### src/rtl/nibble_serial_add_ctrl.sv
// Purpose: WIDTH-bit adder that reuses one 4-bit ripple slice, one nibble per cycle, LSB first.
// Latency: result valid NIBBLES cycles after accept; accept-to-accept is NIBBLES+2 cycles minimum.
// Backpressure: result held in HOLD until out_ready; no new operand is accepted until then.
// Optional: define ADD_SUB_EN to add a 'sub' port (a - b via inverted b and an initial carry of 1).
module nibble_serial_add_ctrl #(
    parameter int WIDTH = 16
) (
    input  logic             clk,
    input  logic             rst,
    input  logic             in_valid,
    output logic             in_ready,
    input  logic [WIDTH-1:0] a,
    input  logic [WIDTH-1:0] b,
`ifdef ADD_SUB_EN
    input  logic             sub,
`endif
    output logic             out_valid,
    input  logic             out_ready,
    output logic [WIDTH-1:0] sum,
    output logic             cout,
    output logic             busy
);

    localparam int NIBBLES = WIDTH / 4;
    localparam int CNT_W   = (NIBBLES > 1) ? $clog2(NIBBLES) : 1;
    localparam logic [CNT_W-1:0] LAST_CNT = CNT_W'(NIBBLES - 1);

    typedef enum logic [1:0] {
        IDLE = 2'd0,
        RUN  = 2'd1,
        HOLD = 2'd2
    } state_t;

    state_t           state;
    state_t           state_nxt;
    logic [WIDTH-1:0] a_sr;
    logic [WIDTH-1:0] b_sr;
    logic             carry;
    logic [CNT_W-1:0] count;
    logic             accept;
    logic             last_nib;
    logic [3:0]       b_nib;
    logic [4:0]       slice;
    logic [WIDTH+3:0] sum_shift;
`ifdef ADD_SUB_EN
    logic             sub_r;
`endif

    // The single shared slice: 4-bit operands plus carry-in, 5-bit result so nothing is lost.
`ifdef ADD_SUB_EN
    assign b_nib = sub_r ? ~b_sr[3:0] : b_sr[3:0];
`else
    assign b_nib = b_sr[3:0];
`endif
    assign slice     = {1'b0, a_sr[3:0]} + {1'b0, b_nib} + {4'd0, carry};
    // New nibble enters at the MSB end; after NIBBLES shifts the LSB nibble has reached bit 0.
    assign sum_shift = {slice[3:0], sum};
    assign last_nib  = (count == LAST_CNT);

    // State register.
    always_ff @(posedge clk) begin
        if (rst) begin
            state <= IDLE;
        end else begin
            state <= state_nxt;
        end
    end

    // Next-state and handshake outputs; reset forces all handshakes low.
    always_comb begin
        state_nxt = state;
        in_ready  = 1'b0;
        out_valid = 1'b0;
        busy      = 1'b0;
        accept    = 1'b0;
        case (state)
            IDLE: begin
                in_ready = !rst;
                accept   = in_valid && !rst;
                if (accept) state_nxt = RUN;
            end
            RUN: begin
                busy = !rst;
                if (last_nib) state_nxt = HOLD;
            end
            HOLD: begin
                out_valid = !rst;
                if (out_ready) state_nxt = IDLE;
            end
            default: state_nxt = IDLE;
        endcase
    end

    // Operand capture, per-nibble shift/accumulate and carry bookkeeping.
    always_ff @(posedge clk) begin
        if (rst) begin
            a_sr  <= '0;
            b_sr  <= '0;
            sum   <= '0;
            cout  <= 1'b0;
            carry <= 1'b0;
            count <= '0;
`ifdef ADD_SUB_EN
            sub_r <= 1'b0;
`endif
        end else if (accept) begin
            a_sr  <= a;
            b_sr  <= b;
            count <= '0;
`ifdef ADD_SUB_EN
            sub_r <= sub;
            carry <= sub;
`else
            carry <= 1'b0;
`endif
        end else if (state == RUN) begin
            sum   <= sum_shift[WIDTH+3:4];
            carry <= slice[4];
            a_sr  <= a_sr >> 4;
            b_sr  <= b_sr >> 4;
            // A single-nibble build has nothing to count.
            count <= (NIBBLES == 1) ? '0 : count + 1'b1;
            if (last_nib) cout <= slice[4];
        end
    end

endmodule

### config.mk
export PLATFORM = sky130hd
export DESIGN_NAME = nibble_serial_add_ctrl
export DESIGN_NICKNAME = d
export VERILOG_FILES = /design/src/rtl/nibble_serial_add_ctrl.sv
export SDC_FILE = /design/constraint.sdc
export NUM_CORES = 1
export LEC_CHECK = 0
export ABC_AREA = 1
export BUFFER_PORTS_ARGS = -buffer_cell sky130_fd_sc_hd__buf_2
export CAP_MARGIN = 20
export CELL_PAD_IN_SITES_DETAIL_PLACEMENT = 0
export CELL_PAD_IN_SITES_GLOBAL_PLACEMENT = 1
export CORE_ASPECT_RATIO = 1.4
export CORE_MARGIN = 3
export CORE_UTILIZATION = 37
export CTS_CLUSTER_SIZE = 20
export DETAILED_ROUTE_END_ITERATION = 8
export PLACE_DENSITY_LB_ADDON = 0.1
export SLEW_MARGIN = 20
export SYNTH_ARGS = -nofsm -noshare
export SYNTH_HDL_FRONTEND = slang
export SYNTH_SLANG_ARGS = --single-unit
export TNS_END_PERCENT = 30
### constraint.sdc
create_clock -name clk -period 2.02 [get_ports clk]
set_input_delay 0.404 -clock clk [delete_from_list [all_inputs] [get_ports clk]]
set_output_delay 0.404 -clock clk [all_outputs]
set_load 0.005 [all_outputs]
==> flow_summary.toml <==
[global_routing]
antenna_found_initial = 0
grt_max_degree = 51
first_global_vias = 2115
grt_pass1_wl_mm = 9.60
grt_usage = 0.159
grt.overflow.total = 0

[synthesis]
ys_seq_area_frac = 0.440
synth_adder_area_share = 0.0367
synth_xor_area_frac = 0.00357
yosys.area.top_type_share = 0.440
synth_compound_area_frac = 0.123
syn_nets = 397
avgSynthCellArea_sq_um = 6.92
ys_types = 22
synth_area_leaders = "dfxtp_1 (44%), nor2_1 (11%), nand3_1 (9.4%)"
ys_ff_latch = 54
synthMuxAreaShare = 0
syn-cell-area_sq_mm = 0.00246
synth_top_family_by_area = "simple AND/OR/NAND/NOR gates"
yosys.area.top_type = "dfxtp_1"
synth-simple-area-share = 0.277
netlist_instances = 355
ys_warn_count = 0

[timing]
rsz0062_at_grt = "false"
setup_violations = 0
timing.fmax_mhz = 577
layout_setup_ws_ns = 0.288
post-route-period-util = 0.857
holdWs_ns = 0.347
fin_setup_tns_ns = 0
clock_skew_ns = 0.00473
maxSlewViolCount = 0
fin_crit_ns = 1.73
max_slew_margin = 0.657
hold_violations = 0
tightest_slew_ns = 0.515

[pwr]
finalPower_mw = 2.09
clockPowerShare = 0.293
power.density_mw_per_mm2 = 726
p_comb_frac = 0.149
p_leak_nw = 1.33
sequentialPowerShare = 0.558
power_switching_mw = 0.558
internal_power_mw = 1.53
ir_worst_vdd_mv = 0.307
switching_share = 0.267

[die]
core_sq_mm = 0.00634
start_util = 0.387
ios = 56
fp.dieW_um = 74.9
rows = 34
dieArea_sq_mm = 0.00767
die_h_um = 102

[route]
wl_per_cell_um = 11.8
drt_iter0_markers = 133
vias_per_cell = 4.81
drt-total-wl_mm = 5.66
drtPass1Iterations = 4
vias = 2297
route.antenna.remaining_nets = 0
drc = 0

[worst_setup_path]
crit_fanout = 2
arrival_ns = 1.92
worstSetupStartpointType = "flip-flop"
worstPathRequired_ns = 2.21
critical_path_class = "flip-flop to flip-flop"
cp-end-kind = "flip-flop"
r2r_slack_ns = 0.29

[layout]
layout_commonest_cell = "nor2_1"
fin_cells = 478
fin_area_sq_mm = 0.00288
fillerInstances = 715
layout_common_cells = "nor2_1 (75), buf_2 (55), dfxtp_1 (54)"
nNetsFinal = 447
final_layout_size_suffix_gt1_frac = 0.190
multi_input_area_sq_mm = 0.00108
antenna_cells = 0
ff_latch_area_sq_mm = 0.00108
synthToLayoutAreaGrowth_pct = 17.2
final_core_util = 0.454

[clock_network]
clk_latency_ns = 0.30
clock-root-buffer = "clkbuf_8"
cts_tree = "built"
cts-resized-gates = 0
cts_buffer_depth = 2
postCtsSetupBuffers = 0
cts_made_buffers = 5
holdBufCountCts = 0
clk_pin_slew_ns = 0.09
cts_sinks = 54
htreeDepth = 2

[status]
outcome = "finished, final reports clean"

[place]
dpl_worst_slack_ns = 0.283
dp_cells = 470
placed_area_sq_mm = 0.00279
gp_congestion = 0.774
io_buffers = 55
hpwl_mm = 3.95

[job]
cap_violations = 0

[min_path]
hold_path_class = "input port to flip-flop"
## path summary, 6_finish.rpt
check / end / cells past startpoint / start
setup / recovery: carry / 6 / a_sr[0]
hold / removal: b_sr[14] / 3 / b[14]
setup reg to reg: carry / 6 / a_sr[0]
hold reg to reg: count[1] / 2 / count[1]
## synth_stat cells (all sizes together)
cell,instances
inv,50
a21oi,40
ha,4
xor2,1
dfxtp,54
buf,18
o21ai,16
clkbuf,3
nand3,46
nor2,76
o211ai,2
nor3,2
nand2,40
fa,2
o21a,1
## registers in the layout, summed over array words and instances (netlist names)
register and flops:
count 2, carry 1, a_sr 16, cout 1
b_sr 16, sum 16, state 2
## routing by layer
| metal | vias up | GRT usage | share of wire |
|---|---|---|---|
| met3 | 6 | 0.0305 | 0.044 |
| li1 | 1215 | - | - |
| met1 | 1029 | 0.202 | 0.47 |
| met2 | 47 | 0.271 | 0.48 |
| met4 | 0 | 0.0411 | 0.011 |
| met5 | - | 0 | 0 |
## layout make-up
type,instances,share of cell area
flip-flops and latches,54,0.376
repair buffers,64,0.119
multi-input cells,230,0.376
clock inverters,1,0.00174
inverters,50,0.0661
clock buffers,7,0.0300
well taps,72,0.0313
## power groups by stage
stage / logic [mW] / registers [mW] / clock network, mW
after floorplan: 0.205 / 1.19 / 0
after global placement: 0.315 / 1.19 / 0
after CTS: 0.318 / 1.17 / 0.640
after detailed placement: 0.317 / 1.19 / 0
after global routing: 0.362 / 1.18 / 0.687
final: 0.312 / 1.17 / 0.613
## critical path, stage by stage (launching register included)
cell	delay, ns
dfxtp_1	0.34
fa_1	0.46
fa_1	0.41
nand2_1	0.10
nand2_1	0.05
a21oi_1	0.18
a21oi_1	0.09
## kinds of logic (layout without fill, tap and decap cells)
kind of cell,after synthesis,count (layout)
AO/OA/AOI/OAI,59,59
adder cells (fa/ha/maj),6,6
buffers and inverters,71,122
AND/OR/NAND/NOR,164,164
XOR/XNOR,1,1
flip-flops,54,54
Note: power is estimated with default switching activity, not from simulation.
